## config.mk

```make
export PLATFORM = sky130hd
export DESIGN_NAME = hazard_ctrl
export DESIGN_NICKNAME = d
export VERILOG_FILES = /design/src/rtl/hazard_ctrl.sv
export SDC_FILE = /design/constraint.sdc
export NUM_CORES = 1
export LEC_CHECK = 0
export BUFFER_PORTS_ARGS = -buffer_cell sky130_fd_sc_hd__buf_2
export CAP_MARGIN = 15
export CORE_UTILIZATION = 47
export CTS_BUF_LIST = sky130_fd_sc_hd__clkbuf_16
export DETAILED_ROUTE_END_ITERATION = 8
export PLACE_DENSITY = 0.81
export SYNTH_ARGS = -nofsm -noshare
export SYNTH_HDL_FRONTEND = slang
export SYNTH_SLANG_ARGS = --single-unit
```

## constraint.sdc

```tcl
create_clock -name clk -period 2.15 [get_ports clk]
set_input_delay 0.645 -clock clk [delete_from_list [all_inputs] [get_ports clk]]
set_output_delay 0.645 -clock clk [all_outputs]
set_load 0.03 [all_outputs]
```

## src/rtl/hazard_ctrl.sv

```systemverilog
// Stall/forward controller for the 5-stage MIPS pipeline, with E/M/W hazard shadow and MDU interlock.
// Define HAZ_FWD_EN for TUse/TNew stalling with forwarding; otherwise a stall-only interlock is built.
module hazard_ctrl #(
    parameter int unsigned MULT_CYC = 5,
    parameter int unsigned DIV_CYC  = 10,
    parameter int unsigned CNT_W    = 4
) (
    input  logic       clk,
    input  logic       reset,
    input  logic [2:0] D_tuse_rs,
    input  logic [2:0] D_tuse_rt,
    input  logic [2:0] D_tnew,
    input  logic [4:0] D_rs,
    input  logic [4:0] D_rt,
    input  logic [4:0] D_dst,
    input  logic       D_md_start,
    input  logic       D_md_div,
    input  logic       D_md_use,
    output logic       stall,
    output logic [1:0] fwd_rs_D,
    output logic [1:0] fwd_rt_D,
    output logic [1:0] fwd_rs_E,
    output logic [1:0] fwd_rt_E,
    output logic       md_busy
);

    localparam logic [2:0]       TUSE_NONE = 3'b101;
    localparam logic [CNT_W-1:0] MULT_LD   = CNT_W'(MULT_CYC);
    localparam logic [CNT_W-1:0] DIV_LD    = CNT_W'(DIV_CYC);

    logic [4:0]       r_E_dst;
    logic [4:0]       r_M_dst;
    logic             r_E_md_start;
    logic             r_E_md_div;
    logic [CNT_W-1:0] r_busy_cnt;

    logic w_stall;
    logic w_stall_rs;
    logic w_stall_rt;
    logic w_stall_md;

    // $0 is hard-wired, so it never participates in a dependency.
    function automatic logic reg_match(input logic [4:0] a, input logic [4:0] b);
        return (a != 5'd0) && (a == b);
    endfunction

    always_ff @(posedge clk or posedge reset) begin
        if (reset) begin
            r_E_dst      <= '0;
            r_M_dst      <= '0;
            r_E_md_start <= 1'b0;
            r_E_md_div   <= 1'b0;
        end else begin
            if (w_stall) begin
                r_E_dst      <= '0;
                r_E_md_start <= 1'b0;
                r_E_md_div   <= 1'b0;
            end else begin
                r_E_dst      <= D_dst;
                r_E_md_start <= D_md_start;
                r_E_md_div   <= D_md_div;
            end
            r_M_dst <= r_E_dst;
        end
    end

    always_ff @(posedge clk or posedge reset) begin
        if (reset) begin
            r_busy_cnt <= '0;
        end else if (r_E_md_start) begin
            r_busy_cnt <= r_E_md_div ? DIV_LD : MULT_LD;
        end else if (r_busy_cnt != '0) begin
            r_busy_cnt <= r_busy_cnt - CNT_W'(1);
        end
    end

    always_comb begin
        w_stall_md = D_md_use && ((r_busy_cnt != '0) || r_E_md_start);
    end

`ifdef HAZ_FWD_EN
    logic [2:0] r_E_tnew;
    logic [2:0] r_M_tnew;
    logic [4:0] r_E_rs;
    logic [4:0] r_E_rt;
    logic [4:0] r_W_dst;

    function automatic logic [2:0] sat0_dec(input logic [2:0] x);
        return (x == 3'd0) ? 3'd0 : x - 3'd1;
    endfunction

    function automatic logic stall_term(input logic [4:0] src, input logic [2:0] tuse,
                                        input logic [4:0] e_dst, input logic [2:0] e_tnew,
                                        input logic [4:0] m_dst, input logic [2:0] m_tnew);
        // An unused operand (TUse 5) exceeds any reachable TNew, so it never stalls.
        return (reg_match(src, e_dst) && (tuse < e_tnew)) ||
               (reg_match(src, m_dst) && (tuse < m_tnew));
    endfunction

    function automatic logic [1:0] fwd_d_sel(input logic [4:0] src,
                                             input logic [4:0] e_dst, input logic [2:0] e_tnew,
                                             input logic [4:0] m_dst, input logic [2:0] m_tnew,
                                             input logic [4:0] w_dst);
        if (reg_match(src, e_dst) && (e_tnew == 3'd0)) return 2'd3;
        if (reg_match(src, m_dst) && (m_tnew == 3'd0)) return 2'd2;
        if (reg_match(src, w_dst))                     return 2'd1;
        return 2'd0;
    endfunction

    function automatic logic [1:0] fwd_e_sel(input logic [4:0] src,
                                             input logic [4:0] m_dst, input logic [2:0] m_tnew,
                                             input logic [4:0] w_dst);
        if (reg_match(src, m_dst) && (m_tnew == 3'd0)) return 2'd2;
        if (reg_match(src, w_dst))                     return 2'd1;
        return 2'd0;
    endfunction

    always_ff @(posedge clk or posedge reset) begin
        if (reset) begin
            r_E_tnew <= '0;
            r_M_tnew <= '0;
            r_E_rs   <= '0;
            r_E_rt   <= '0;
            r_W_dst  <= '0;
        end else begin
            if (w_stall) begin
                r_E_tnew <= '0;
                r_E_rs   <= '0;
                r_E_rt   <= '0;
            end else begin
                r_E_tnew <= sat0_dec(D_tnew);
                r_E_rs   <= D_rs;
                r_E_rt   <= D_rt;
            end
            r_M_tnew <= sat0_dec(r_E_tnew);
            r_W_dst  <= r_M_dst;
        end
    end

    always_comb begin
        w_stall_rs = stall_term(D_rs, D_tuse_rs, r_E_dst, r_E_tnew, r_M_dst, r_M_tnew);
        w_stall_rt = stall_term(D_rt, D_tuse_rt, r_E_dst, r_E_tnew, r_M_dst, r_M_tnew);
        fwd_rs_D   = fwd_d_sel(D_rs, r_E_dst, r_E_tnew, r_M_dst, r_M_tnew, r_W_dst);
        fwd_rt_D   = fwd_d_sel(D_rt, r_E_dst, r_E_tnew, r_M_dst, r_M_tnew, r_W_dst);
        fwd_rs_E   = fwd_e_sel(r_E_rs, r_M_dst, r_M_tnew, r_W_dst);
        fwd_rt_E   = fwd_e_sel(r_E_rt, r_M_dst, r_M_tnew, r_W_dst);
    end
`else
    logic r_E_vld;
    logic r_M_vld;

    function automatic logic stall_term(input logic [4:0] src, input logic [2:0] tuse,
                                        input logic [4:0] e_dst, input logic e_vld,
                                        input logic [4:0] m_dst, input logic m_vld);
        return (tuse != TUSE_NONE) &&
               ((reg_match(src, e_dst) && e_vld) || (reg_match(src, m_dst) && m_vld));
    endfunction

    // Without forwarding, any in-flight writer blocks readers until it reaches W.
    always_ff @(posedge clk or posedge reset) begin
        if (reset) begin
            r_E_vld <= 1'b0;
            r_M_vld <= 1'b0;
        end else begin
            r_E_vld <= w_stall ? 1'b0 : (D_tnew != 3'd0);
            r_M_vld <= r_E_vld;
        end
    end

    always_comb begin
        w_stall_rs = stall_term(D_rs, D_tuse_rs, r_E_dst, r_E_vld, r_M_dst, r_M_vld);
        w_stall_rt = stall_term(D_rt, D_tuse_rt, r_E_dst, r_E_vld, r_M_dst, r_M_vld);
        fwd_rs_D   = 2'd0;
        fwd_rt_D   = 2'd0;
        fwd_rs_E   = 2'd0;
        fwd_rt_E   = 2'd0;
    end
`endif

    always_comb begin
        w_stall = w_stall_rs || w_stall_rt || w_stall_md;
        stall   = w_stall;
        md_busy = (r_busy_cnt != '0);
    end

endmodule

```

; ---- Yosys cells after proc, flatten, opt, wreduce, memory -nomap -nowiden
; Index checks and enable logic that the tools add are counted.
[op_classes]
add_sub_neg = 1
n_reduce_logical = 21
mux = 7
shift = 0
div_mod_pow = 0
n_lt_le_gt_ge = 0
mul = 0
eq_ne = 6
n_bitwise = 0
[op_table]
columns = operator, n
row1 = 5-bit == test, 4
row2 = 4-bit two-way mux, 3
row3 = 1-bit logical AND, 11
row4 = 5-bit nonzero test, 2
row5 = 3-bit != test (second input constant), 2
row6 = 1-bit logical OR, 5
row7 = 5-bit two-way mux, 1
row8 = 4-bit nonzero test, 1
row9 = 4-bit by 1-bit subtractor with 4-bit output (second input constant), 1
row10 = 1-bit two-way mux, 3
row11 = 3-bit nonzero test, 1
row12 = 2-bit nonzero test, 1
[word_totals]
latch_bits = 0
out_inout_bits = 10
n_memories = 0
elab_cells = 42
romBits = 0
regBits = 18
ramBits = 0
inputBits = 29

; ---- Depth between registers and ports, before layout
; Gate-level depths: netlist (run 1).
[depth]
word_depth = 8
depth_mapped = 7
mapped_depth_nobuf = 7

; ---- Least setup slack after synthesis (run 1)
; Ideal clock, no wire load.
[synth_path]
kind = input to output
startpoint = input port D_rt[1]
endpoint = output port stall
arrival_time_ps = 1623
cell_stages = 3
setup_slack_ps = -118
n_path_buf = 0
required_time_ps = 1505
path_cell_list = or4_4 o211ai_4 nand2_1
[synth_between]
elab_chain_cells = 7
word_cells_on_any_way = 11
cone_classes = eq/ne: 2 / reduce/logical: 9
[synth_lines]
columns = item, line_no
row1 = "start, declared", 14  ; input logic [4:0] D_rt,
row2 = 5-bit == test / 5-bit nonzero test (equally long branches), 44  ; return (a != 5'd0) && (a == b);
row3 = 1-bit logical AND, 44
row4 = 1-bit logical AND, 156  ; ((reg_match(src, e_dst) && e_vld) || (reg_match(src, m_dst) && m_vld));
row5 = 1-bit logical OR *, 156
row6 = 1-bit logical AND *, 155  ; return (tuse != TUSE_NONE) &&
row7 = 1-bit logical OR * (2 in series), 181  ; w_stall = w_stall_rs || w_stall_rt || w_stall_md;
row8 = "end, declared", 19  ; output logic stall,
; Mark *: on every way between the ends. The rest lies on a longest branch, timed or not.

; ---- Final worst setup path (run 1)
[layout_path]
startpoint = input port D_rt[4]
endpoint = output port stall
; Same word-level chain as after synthesis.

==> results.md, run 1 <==
- Entering global routing, the biggest net connects 19 pins.
- The global-route wire length before repair is approximately 3600 um.
- The post-route DRC violation count is 0.
- The initial antenna violation count is 0.
- STA classifies the critical path endpoint as a primary output.
- For this block, the via count after detailed routing is around 800.
- Among cell families on the critical path, the largest total delay comes from simple AND/OR/NAND/NOR gates.
- After technology mapping, the gate count stands at 94.
- For this run, the register share of the synthesized area comes to 0.4423.
- Across the routed clock network, the largest skew measured is approximately 3.4 ps.
- The net count of the finished layout is 170.
- The share of async-settable or async-resettable flops after synthesis is 1.000.
- Measured along the x axis, the die boundary spans between 40 and 50 um.
- TritonCTS created 3 clock buffers.
- The total of warnings raised by yosys is 0.
- The worst register-to-register path begins at r_busy_cnt[0]$_DFFE_PP0N_.
- The run finished, with violations left.
- The share of synthesized area in the top cell type comes to 0.4423.
- The tool flagged a number of max-cap violations equal to 0.
- The number of global-route vias before repair is 830.
- The worst stage delay on the critical path is 530 ps.
- The clock latency of the later-clocked register in the worst-skew pair is 240 ps.
- The core region is approximately 2000 um2.
- The final cell count without fillers is between 150 and 200.
- The path class of the lowest-slack min-delay path is reg -> reg.
- Summed over all failing endpoints, the final setup total negative slack is -235.4 ps.
- The number of sinks handled by clock tree synthesis is 18.
- At the pin with the least slew margin, the transition time is 630.0 ps.
- The die covers between 2000 and 2500 um2.
- After detailed routing, the total wire length is roughly 2200 um.
- The iteration count of the initial detailed-routing pass is 4.
- After filler insertion, the fill cell instance count of the layout stands at between 150 and 200.
- The worst register-to-register path ends at r_E_dst[1]$_DFF_PP0_.
- The die is between 40 and 50 um tall.
- The largest area contributor in the synthesized netlist is sky130_fd_sc_hd__dfrtp_1.
- The synthesized design contains 18 register bits.
- Following the worst setup path forward leads to its endpoint at stall.
- The top flip-flop cell by instance count after synthesis is sky130_fd_sc_hd__dfrtp_1.
- Measured against its own limit, the worst slew margin works out to 0.5796.
- The final-report hold violation count came to 0.
- The HPWL after detailed placement is between 1500 and 2000 um.
- The final setup violation count is 1.
- The critical path goes through buf_8 -> or4_4 -> o211ai_4 -> nand2_4 -> buf_6.
- Dividing the detail-routed via count by the number of cells gives around 5.
- sky130_fd_sc_hd__xnor2_1 is the most common cell in the netlist.
- The mean post-synth cell area is between 10 and 15 um2.
- The placed cell count is 157.
- The fraction of layout cells with a size suffix above 1 is 0.3986.
- Sorting the synthesized cells by area gives the leading types as sky130_fd_sc_hd__dfrtp_1 (44%), sky130_fd_sc_hd__xnor2_1 (20%), sky130_fd_sc_hd__buf_4 (5.9%).
- Clock tree synthesis selected as its root buffer the cell sky130_fd_sc_hd__clkbuf_16.
- In the synthesized netlist, the cells that appear most often are sky130_fd_sc_hd__xnor2_1 (23), sky130_fd_sc_hd__dfrtp_1 (18), sky130_fd_sc_hd__buf_4 (8), sky130_fd_sc_hd__and3_1 (7), sky130_fd_sc_hd__nand2_1 (6).
- The maximum clock insertion buffer count is 2.
- The count of distinct cell types in the synthesized netlist is 25.
- The placer congestion estimate is between 0.8 and 0.9.
- After clock tree synthesis, the clock-pin slew on the worst setup and hold paths is 50 ps.
- The netlist area before placement is slightly above 1000 um2.
- Counting buffers and inverters, the worst setup path is 5 cells deep.
- The setup slack of the worst register-to-register path is 520 ps.
- The final max-slew violation count is 0.
- Of the available clock period, the critical path in the final layout requires 1.109.
- For the worst setup path, the data arrival time is ~1700 ps.
- For the worst setup path, the data required time is roughly 1500 ps.
- The final reports fail on negative setup slack.
- The count of nets left with antenna violations once routing finished came out at 0.
- The critical path class is in -> out.
- The routed wire length per instance is between 10 and 15 um.
- The fmax is 419.2 MHz.
- The CTS H-tree depth is 1.
- The count of input and output buffers is 30.
- Together, buffers and inverters on the worst path number 2.
- For this configuration, the core starts out at a cell density of 0.5088.
- The timing startpoint of the critical path is D_rt[4].
- Across all setup checks in the final design, the least slack found is -235.4 ps.
- VDD sags by at most around 0.69 mV.
- Along the worst path, the maximum fanout reaches 2.
- The post-cts hold buffer count is 0.
- 39 I/O pins were placed.
- The cell leakage power is about 0.64 nW.
- Global routing finished with a remaining overflow of 0.
- Setup repair after global routing could not meet its margin everywhere.
- The first routing iteration left 12 violations.
- The number of flops mapped to enable cells by yosys is 0.
- The critical path's slowest cell is sky130_fd_sc_hd__or4_4.
- After floorplanning, the core was divided into 16 placement rows.
- For this run, the total global-route usage over all layers was measured as 0.2057.
- The CTS tree is built.
- From synthesis to final layout, the design area changed by 35.75%.
- The startpoint kind of the worst setup timing path is an input pin.
- The time the worst path needs with I/O delays and setup is ~2400 ps.
- The worst register-to-register path has a depth of 8.
- In this run the power density over the cells is ~1000 nW/um2.
- The number of diodes added for antenna fixing is 0.
## worst reg2reg max path: cells and delay by family (launching register included)
kind,cells,cell delay [ps]
AO/OA/AOI/OAI,2,370
adder cells (fa/ha/maj),1,120
buffers and inverters,3,330
flip-flops,1,390
AND/OR/NAND/NOR,2,370
## cell type report
class                           instances  area, um2  area share
Tap cell                               27      33.78     0.02443
Timing Repair Buffer                   41      255.2      0.1846
Inverter                                5      18.77     0.01357
Sequential cell                        18      450.4      0.3258
Clock inverter                          1      3.754    0.002715
Clock buffer                            3      75.07     0.05430
Multi-Input combinational cell         70      545.5      0.3946
## where the power goes
group / total, mW / internal [mW] / switching [mW]
Clock: 0.357 / 0.246 / 0.111
Sequential: 0.511 / 0.424 / 0.0871
Combinational: 0.555 / 0.289 / 0.266
## registers in the layout, summed over array words and instances, names as in the netlist
signal	flops
r_busy_cnt	4
r_E_vld	1
r_M_dst	5
r_M_vld	1
r_E_md_start	1
r_E_md_div	1
r_E_dst	5
## worst min-delay path by stage
stage	from	endpoint	slack, ps	cells past startpoint
CTS	r_E_vld$_DFF_PP0_	r_M_vld$_DFF_PP0_	410	0
global route	r_E_vld$_DFF_PP0_	r_M_vld$_DFF_PP0_	430	0
global placement	r_E_vld$_DFF_PP0_	r_M_vld$_DFF_PP0_	400	0
floorplan	r_E_vld$_DFF_PP0_	r_M_vld$_DFF_PP0_	370	0
finish	r_E_vld$_DFF_PP0_	r_M_vld$_DFF_PP0_	420	0
detailed placement	r_E_vld$_DFF_PP0_	r_M_vld$_DFF_PP0_	400	0
## kinds of logic after synthesis
logic type,Yosys count,synth area share
xor gates and xnor gates,23,0.1978
buffers and inverters,13,0.07739
DFF,18,0.4423
AOI/OAI and AO/OA,12,0.1044
other,1,0.003682
adders and majority gates,2,0.02457
and+or+nand+nor,25,0.1499
## layout by cell type, fill, tap and decap left out
| cell type | netlist | layout |
|---|---|---|
| sky130_fd_sc_hd__buf_2 | 0 | 27 |
| sky130_fd_sc_hd__xnor2_1 | 23 | 23 |
| sky130_fd_sc_hd__dfrtp_1 | 18 | 18 |
| sky130_fd_sc_hd__buf_4 | 8 | 11 |
| sky130_fd_sc_hd__conb_1 | 1 | 8 |
| sky130_fd_sc_hd__and3_1 | 7 | 7 |
| sky130_fd_sc_hd__nand2_1 | 6 | 5 |
| sky130_fd_sc_hd__nand4_1 | 4 | 4 |
| sky130_fd_sc_hd__inv_2 | 1 | 3 |
| sky130_fd_sc_hd__clkbuf_16 | 0 | 3 |
| sky130_fd_sc_hd__nor2_1 | 2 | 2 |
| sky130_fd_sc_hd__o31ai_1 | 2 | 2 |
| sky130_fd_sc_hd__inv_1 | 4 | 2 |
| sky130_fd_sc_hd__nor3_1 | 2 | 2 |
| sky130_fd_sc_hd__buf_6 | 0 | 2 |
| sky130_fd_sc_hd__nor3b_4 | 1 | 1 |
| sky130_fd_sc_hd__a21oi_1 | 1 | 1 |
| sky130_fd_sc_hd__o21ai_0 | 1 | 1 |
| sky130_fd_sc_hd__nand2b_1 | 1 | 1 |
| sky130_fd_sc_hd__or4_4 | 1 | 1 |
| sky130_fd_sc_hd__nand3b_1 | 1 | 1 |
| sky130_fd_sc_hd__o22ai_2 | 0 | 1 |
| sky130_fd_sc_hd__o211ai_4 | 1 | 1 |
| sky130_fd_sc_hd__o22ai_1 | 2 | 1 |
| sky130_fd_sc_hd__a32oi_1 | 1 | 1 |
| sky130_fd_sc_hd__o21ai_2 | 0 | 1 |
| sky130_fd_sc_hd__a21boi_4 | 1 | 1 |
| sky130_fd_sc_hd__nand2_4 | 0 | 1 |
| sky130_fd_sc_hd__o311a_1 | 1 | 1 |
| sky130_fd_sc_hd__o21ai_1 | 2 | 1 |
| sky130_fd_sc_hd__ha_4 | 0 | 1 |
| sky130_fd_sc_hd__ha_1 | 2 | 1 |
| sky130_fd_sc_hd__clkinv_1 | 0 | 1 |
| sky130_fd_sc_hd__buf_8 | 0 | 1 |
## per-layer routing
metal	vias to the layer above	wire length, um	global-route usage
met5	-	0	0
met4	0	27	0.1029
met3	2	88	0.01887
met2	29	1138	0.3873
met1	379	903	0.2292
li1	394	-	-
## stage by stage
step | area [um2] | worst slack, ps | total power [mW] | hold slack, ps | util
5_1_grt | 1383 | -287.4 | 1.524 | 433.6 | 0.6906
3_5_place_dp | 1229 | -290.4 | 0.9904 | 404.6 | 0.6138
4_1_cts | 1355 | -235.4 | 1.387 | 412.3 | 0.6769
3_3_place_gp | 1229 | -238.4 | 0.9606 | 404.1 | 0.6138
2_1_floorplan | 1052 | -35.30 | 0.8446 | 373.5 | -
6_report | 1383 | -235.4 | 1.423 | 415.1 | 0.6906
## timing repair
item	CTS	global route
buffers inserted	2	2
pin swaps	3	2
setup endpoints to repair	1	1
resized for setup	8	4
Power figures use the tool's default switching activity.
==> run 2: changes to the inputs <==
--- a/config.mk
+++ b/config.mk
@@ -12,4 +12,5 @@
 export DETAILED_ROUTE_END_ITERATION = 8
 export PLACE_DENSITY = 0.81
+export REMOVE_ABC_BUFFERS = 1
 export SYNTH_ARGS = -nofsm -noshare
 export SYNTH_HDL_FRONTEND = slang
==> constraint.sdc (replaced) <==
create_clock -name clk -period 2.15 [get_ports clk]
set_input_delay 0.645 -clock clk [delete_from_list [all_inputs] [get_ports clk]]
set_output_delay 0.645 -clock clk [all_outputs]
set_load 0.005 [all_outputs]
==> results.md, run 2 (same netlist as run 1, synthesis figures left out) <==
- Cell Chain, Critical Path: buf_6 -> buf_4 -> xnor2_1 -> nand4_1 -> o22ai_1 -> o211ai_4 -> nand2_1 -> buf_2 (was buf_8 -> or4_4 -> o211ai_4 -> nand2_4 -> buf_6).
- The fraction of layout cells with a size suffix above 1 was 0.3796 (was 0.3986).
- The startpoint kind of the worst setup timing path was an input pin (unchanged).
- The portion of the clock cycle consumed by the worst path in the final layout is 1.077 (was 1.109).
- The post-route DRC violation count is 0 (unchanged).
- The largest net degree at the start of global routing is 19 (unchanged).
- The signed area change from the synthesized netlist to the final layout was 32.68% (was 35.75%).
- The cell depth of the worst min-delay path is 0 (unchanged).
- The starting density of the core came to 0.5088 (unchanged).
- The global-route wire length before repair is 3712 um (was 3601 um).
- The worst-path maximum fanout is 2 (unchanged).
- The die boundary height is 48.55 um (unchanged).
- The top routing layer in use was met4 (unchanged).
- The data required time at the worst endpoint is 1500 ps (about the same).
- The setup skew after layout is 2.174 ps (was 3.391 ps).
- Largest registers in the final layout: r_E_dst x5, r_M_dst x5, r_busy_cnt x4 (unchanged).
- The post-layout total power was 1.367 mW (was 1.423 mW).
- The worst stage delay on the critical path is 260 ps (was 530 ps).
- The maximum clock insertion buffer count is 2 (unchanged).
- The number of nets with antenna violations after detailed routing came to 0 (unchanged).
- The fill cell total of the finished layout is 154 (was 152).
- The detailed-placement wirelength estimate is 1617 um (was 1717 um).
- The routed wire length on met3 was 101 um (was 88 um).
- The critical path's slowest cell is sky130_fd_sc_hd__o22ai_1 (was sky130_fd_sc_hd__or4_4).
- The via density per instance is 5.043 (was 4.873).
- The path class of the lowest-slack min-delay path was reg -> reg (unchanged).
- The worst slew margin relative to its limit was 0.5769 (was 0.5796).
- The CTS tree was built (unchanged).
- The placed cell count is 156 (was 157).
- The final-report hold violation count was 0 (unchanged).
- The power density normalized to cell area was 1011 nW/um2 (was 1029 nW/um2).
- The number of global-route vias before repair was 848 (was 830).
- The number of sinks handled by clock tree synthesis is 18 (unchanged).
- The critical path class is in -> out (unchanged).
- The standard cell core area was 2002 um2 (unchanged).
- The peak ir drop on the vdd network came to 0.7148 mV (was 0.6850 mV).
- The slack of the critical path is -164.5 ps (was -235.4 ps).
- The clock latency of the later-clocked register in the worst-skew pair is 250 ps (was 240 ps).
- The clock root buffer master was sky130_fd_sc_hd__clkbuf_16 (unchanged).
- The top-level I/O count was 39 (unchanged).
- The final-stage net count is 169 (was 170).
- The final setup TNS is -164.5 ps (was -235.4 ps).
- The total global routing track utilization was 0.2120 (was 0.2057).
- The startpoint of the tightest hold check path is r_E_vld$_DFF_PP0_ (unchanged).
- The iteration count of the initial detailed-routing pass is 5 (was 4).
- The slew at the pin with the worst max-slew slack is 633.9 ps (was 630.0 ps).
- The detailed-routing wirelength on met1 is 869 um (was 903 um).
- The total congestion overflow after global routing is 0 (unchanged).
- The number of vias after detailed routing is 827 (was 804).
- The endpoint type of the worst setup path is a primary output (unchanged).
- The count of input and output buffers came to 30 (unchanged).
- The width of the chip came to 48.55 um (unchanged).
- The endpoint of the worst hold path is r_M_vld$_DFF_PP0_ (unchanged).
- The endpoint of the worst register-to-register path is r_E_vld$_DFF_PP0_ (was r_E_dst[1]$_DFF_PP0_).
- Violations in the final reports: negative setup slack (unchanged).
- The fmax came to 432.1 MHz (was 419.2 MHz).
- The number of cell instances on the worst register-to-register path is 8 (unchanged).
- The row count came to 16 (unchanged).
- The max-cap violation count came to 0 (unchanged).
- The post-detailed-routing wire length is 2107 um (was 2157 um).
- The critical path data arrival time was 1670 ps (was 1740 ps).
- The CTS H-tree depth is 1 (unchanged).
- The final max-slew violation count is 0 (unchanged).
- The number of buffers inserted during clock tree synthesis is 3 (unchanged).
- The cell leakage power is 0.6307 nW (was 0.6414 nW).
- Highest-count cells in the layout ignoring fill and taps: sky130_fd_sc_hd__buf_2 (28), sky130_fd_sc_hd__xnor2_1 (23), sky130_fd_sc_hd__dfrtp_1 (18) (was sky130_fd_sc_hd__buf_2 (27), sky130_fd_sc_hd__xnor2_1 (23), sky130_fd_sc_hd__dfrtp_1 (18)).
- The number of diodes added for antenna fixing is 0 (unchanged).
- The placer congestion estimate is 0.7841 (was 0.8479).
- The routed wire length per instance is 12.85 um (was 13.07 um).
- The initial antenna violation count was 0 (unchanged).
- The final setup violation count is 1 (unchanged).
- Unrepaired setup endpoints after global routing: true (unchanged).
- The full die area is 2357 um2 (unchanged).
- The setup slack of the worst register-to-register path is 540 ps (was 520 ps).
- The time the worst path needs with I/O delays and setup is 2315 ps (was 2385 ps).
- The met2 wire length is 1110 um (was 1138 um).
- The most common library cell in the layout ignoring fill and taps is sky130_fd_sc_hd__buf_2 (unchanged).
- The reg-to-reg startpoint is r_busy_cnt[0]$_DFFE_PP0N_ (unchanged).
- Outcome: finished, violations left (unchanged).
- The final cell count without fillers came to 164 (was 165).
- The register clock-pin slew on the reported worst setup and hold paths is 50 ps (about the same).
- The violation count after the first detailed-route iteration is 11 (was 12).
==> run 2: cell types whose count changed in the layout (fill, tap and decap cells not counted) <==
cell	previous run	this run
sky130_fd_sc_hd__buf_4	11	10
sky130_fd_sc_hd__buf_8	1	0
sky130_fd_sc_hd__nand2_4	1	0
sky130_fd_sc_hd__nand2_1	5	6
sky130_fd_sc_hd__o22ai_2	1	0
sky130_fd_sc_hd__buf_2	27	28
sky130_fd_sc_hd__o22ai_1	1	2
==> run 2: metal layers <==
metal  up-vias  GRT usage
met5         -          0
li1        392          -
met1       393     0.2363
met3         4    0.02830
met4         0     0.1127
met2        38     0.3897
==> run 2: critical path: cells and delay by family <==
family,cells,cell delay [ps]
AOI/OAI and AO/OA,2,380
xor gates and xnor gates,1,120
buffers and inverters,3,330
and+or+nand+nor,2,190
==> run 2: report_power, final <==
part	internal, mW	switching (mW)	total, mW	leakage, nW
sequential	0.424	0.0868	0.511	0.226
combinational	0.280	0.217	0.497	0.366
clock	0.246	0.113	0.359	0.0385
==> run 2: repair_timing <==
item,CTS,global route
setup endpoints to repair,1,1
resized for setup,4,3
buffers inserted,0,4
hold buffers,0,0
pin swaps,0,3
==> run 2: layout make-up <==
class / instances / area [um2] / share of cell area
inverters: 5 / 18.77 / 0.01389
multi-input cells: 70 / 531.8 / 0.3935
well taps: 27 / 33.78 / 0.02500
repair buffers: 40 / 237.7 / 0.1759
clock inverters: 1 / 3.754 / 0.002778
clock buffers: 3 / 75.07 / 0.05556
flip-flops and latches: 18 / 450.4 / 0.3333
==> run 2: worst max-delay path by stage <==
stage	start	end	cells past startpoint
after floorplan	D_rt[1]	stall	3
after global placement	D_rt[1]	stall	5
after detailed placement	D_rt[2]	stall	5
after CTS	D_rt[1]	stall	5
after global routing	r_busy_cnt[0]$_DFFE_PP0N_	stall	8
final	D_rt[1]	stall	8
==> run 2: metrics by stage <==
stage | hold slack [ps] | cell area (um2) | worst slack, ps | utilization
2_1_floorplan | 373.5 | 984.7 | 27.33 | -
3_3_place_gp | 404.9 | 1214 | -163.7 | 0.6063
3_5_place_dp | 410.4 | 1214 | -182.1 | 0.6063
4_1_cts | 420.5 | 1309 | -166.0 | 0.6538
5_1_grt | 432.6 | 1351 | -282.6 | 0.6750
6_report | 409.1 | 1351 | -164.5 | 0.6750
==> run 3: changes to the inputs <==
- CAP_MARGIN: 15 -> 10
- CORE_ASPECT_RATIO: unset -> 0.8
==> results.md, run 3 (same netlist as run 1, synthesis figures left out) <==
- The peak ir drop on the vdd network is 0.6032 mV (was 0.7148 mV).
- The detailed-placement wirelength estimate is 1749 um (was 1617 um).
- Unrepaired setup endpoints after global routing: true (unchanged).
- The number of buffers inserted during clock tree synthesis is 3 (unchanged).
- The worst-path maximum fanout is 2 (unchanged).
- The endpoint type of the worst setup path was a primary output (unchanged).
- The slew at the pin with the worst max-slew slack came to 666.1 ps (was 633.9 ps).
- The clock root buffer master is sky130_fd_sc_hd__clkbuf_16 (unchanged).
- The iteration count of the initial detailed-routing pass is 4 (was 5).
- The number of global-route vias before repair is 809 (was 848).
- The final-report hold violation count is 0 (unchanged).
- The initial antenna violation count is 0 (unchanged).
- The gate family responsible for the most delay along the worst path is buffers and inverters (was compound AO/OA/AOI/OAI gates).
- The setup skew after layout is 4.027 ps (was 2.174 ps).
- The CTS H-tree depth is 1 (unchanged).
- The count of input and output buffers is 30 (unchanged).
- The clock latency of the later-clocked register in the worst-skew pair is 240 ps (was 250 ps).
- The number of sinks handled by clock tree synthesis is 18 (unchanged).
- The post-route DRC violation count was 0 (unchanged).
- Highest-count cells in the layout ignoring fill and taps: sky130_fd_sc_hd__buf_2 (28), sky130_fd_sc_hd__xnor2_1 (23), sky130_fd_sc_hd__dfrtp_1 (18) (unchanged).
- The power density normalized to cell area is 1042 nW/um2 (was 1011 nW/um2).
- The path class of the lowest-slack min-delay path is reg -> reg (unchanged).
- The number of diodes added for antenna fixing is 0 (unchanged).
- The total global routing track utilization is 0.2283 (was 0.2120).
- The final hold slack is 421.7 ps (was 409.1 ps).
- The slack of the critical path is -166.0 ps (was -164.5 ps).
- The worst slew margin relative to its limit is 0.5554 (was 0.5769).
- The placement-stage cell area is 1210 um2 (was 1214 um2).
- Largest registers in the final layout: r_E_dst x5, r_M_dst x5, r_busy_cnt x4 (unchanged).
- The violation count after the first detailed-route iteration came to 22 (was 11).
- Violations in the final reports: negative setup slack (unchanged).
- Cell Chain, Critical Path: buf_6 -> buf_4 -> xnor2_1 -> nand4_1 -> o22ai_2 -> o211ai_4 -> nand2_1 -> buf_2 (was buf_6 -> buf_4 -> xnor2_1 -> nand4_1 -> o22ai_1 -> o211ai_4 -> nand2_1 -> buf_2).
- The fmax came to 431.8 MHz (was 432.1 MHz).
- The worst stage delay on the critical path is 180 ps (was 260 ps).
- The total congestion overflow after global routing is 0 (unchanged).
- The setup slack of the worst register-to-register path is 560 ps (was 540 ps).
- The portion of the clock cycle consumed by the worst path in the final layout came to 1.077 (about the same).
- The critical path's slowest cell was sky130_fd_sc_hd__o22ai_2 (was sky130_fd_sc_hd__o22ai_1).
- The time the worst path needs with I/O delays and setup is 2316 ps (was 2315 ps).
- The post-layout total power came to 1.399 mW (was 1.367 mW).
- The starting density of the core is 0.5191 (was 0.5088).
- The die boundary height was 43.64 um (was 48.55 um).
- The final setup violation count was 1 (unchanged).
- The cell leakage power is 0.6262 nW (was 0.6307 nW).
- Outcome: finished, violations left (unchanged).
- The via density per instance is 5.220 (was 5.043).
- The critical path data arrival time is 1670 ps (about the same).
- The CTS tree is built (unchanged).
- The critical path class is in -> out (unchanged).
- The width of the chip was 54.05 um (was 48.55 um).
- The full die area is 2358 um2 (was 2357 um2).
- The global-route wire length before repair is 3643 um (was 3712 um).
- The final instance area is 1343 um2 (was 1351 um2).
- The max-cap violation count is 0 (unchanged).
- The final-stage net count came to 168 (was 169).
- The largest net degree at the start of global routing is 19 (unchanged).
- The fraction of layout cells with a size suffix above 1 is 0.3852 (was 0.3796).
- The number of nets with antenna violations after detailed routing was 0 (unchanged).
- The data required time at the worst endpoint came to 1500 ps (about the same).
- The top-level I/O count is 39 (unchanged).
- The signed area change from the synthesized netlist to the final layout is 31.82% (was 32.68%).
- The register clock-pin slew on the reported worst setup and hold paths is 50 ps (about the same).
- The startpoint kind of the worst setup timing path is an input pin (unchanged).
- The maximum clock insertion buffer count was 2 (unchanged).
- The placer congestion estimate is 0.9447 (was 0.7841).
- The standard cell core area was 1962 um2 (was 2002 um2).
- The count of buffer and inverter cells on the critical path was 3 (unchanged).
- The row count is 14 (was 16).
- The routed wire length per instance was 15.67 um (was 12.85 um).
- The post-detailed-routing wire length is 2492 um (was 2107 um).
- The most common library cell in the layout ignoring fill and taps is sky130_fd_sc_hd__buf_2 (unchanged).
- The number of vias after detailed routing was 830 (was 827).
- The final max-slew violation count was 0 (unchanged).
[run 3: cell count changes in the layout (fill, tap and decap cells not counted), sizes merged]
cell | before | now
buf | 40 | 39
clkinv | 1 | 0
[run 3: stage by stage]
stage            util  setup TNS [ps]  instances  setup slack (ps)
6_report       0.6843          -166.0        159            -166.0
5_1_grt        0.6843          -235.2        159            -235.2
4_1_cts        0.6665          -150.7        156            -150.7
3_5_place_dp   0.6167          -193.4        153            -193.4
3_3_place_gp   0.6167          -166.9        153            -166.9
2_1_floorplan       -               0         93             27.33
[run 3: layer usage]
layer / global-route usage / part of all wire / vias to the layer above
met5: 0 / 0 / -
met4: 0.1231 / 0.027 / 0
met1: 0.2920 / 0.43 / 389
li1: - / - / 388
met2: 0.3802 / 0.49 / 45
met3: 0.02105 / 0.055 / 8
[run 3: path summary, 6_finish.rpt]
check                                          start                   end  cells past startpoint
min                                r_E_vld$_DFF_PP0_     r_M_vld$_DFF_PP0_                      0
max in group asynchronous                      reset  r_E_dst[0]$_DFF_PP0_                      2
max reg2reg                r_busy_cnt[0]$_DFFE_PP0N_  r_E_dst[2]$_DFF_PP0_                      8
min reg2reg                        r_E_vld$_DFF_PP0_     r_M_vld$_DFF_PP0_                      0
min in group asynchronous                      reset     r_E_vld$_DFF_PP0_                      2
max                                          D_rt[1]                 stall                      8
[run 3: what timing repair did]
action	4_1_cts	5_1_grt
resized for setup	6	3
buffers inserted	0	3
pin swaps	0	3
hold buffers	0	0
setup endpoints to repair	1	1
hold endpoints to repair	0	0
[run 3: power by group]
| group | internal (mW) | switching, mW | total [mW] |
|---|---|---|---|
| Clock | 0.244 | 0.113 | 0.357 |
| Sequential | 0.424 | 0.0875 | 0.511 |
| Combinational | 0.279 | 0.252 | 0.531 |
| Total | 0.946 | 0.452 | 1.40 |
[run 3: layout make-up]
class	instances	area [um2]
clock buffers	3	75.07
fillers	138	619.3
inverters	5	18.77
multi-input cells	70	538.0
flip-flops and latches	18	450.4
well taps	24	30.03
repair buffers	39	230.2
[run 3: worst register-to-register path, stage by stage (launching register included)]
cell and delay, ps:
sky130_fd_sc_hd__dfrtp_1 380, sky130_fd_sc_hd__inv_2 100, sky130_fd_sc_hd__ha_4 130, sky130_fd_sc_hd__nor3b_4 210, sky130_fd_sc_hd__inv_2 70, sky130_fd_sc_hd__o21ai_2 150
sky130_fd_sc_hd__a21boi_4 190, sky130_fd_sc_hd__buf_4 160, sky130_fd_sc_hd__and3_1 160
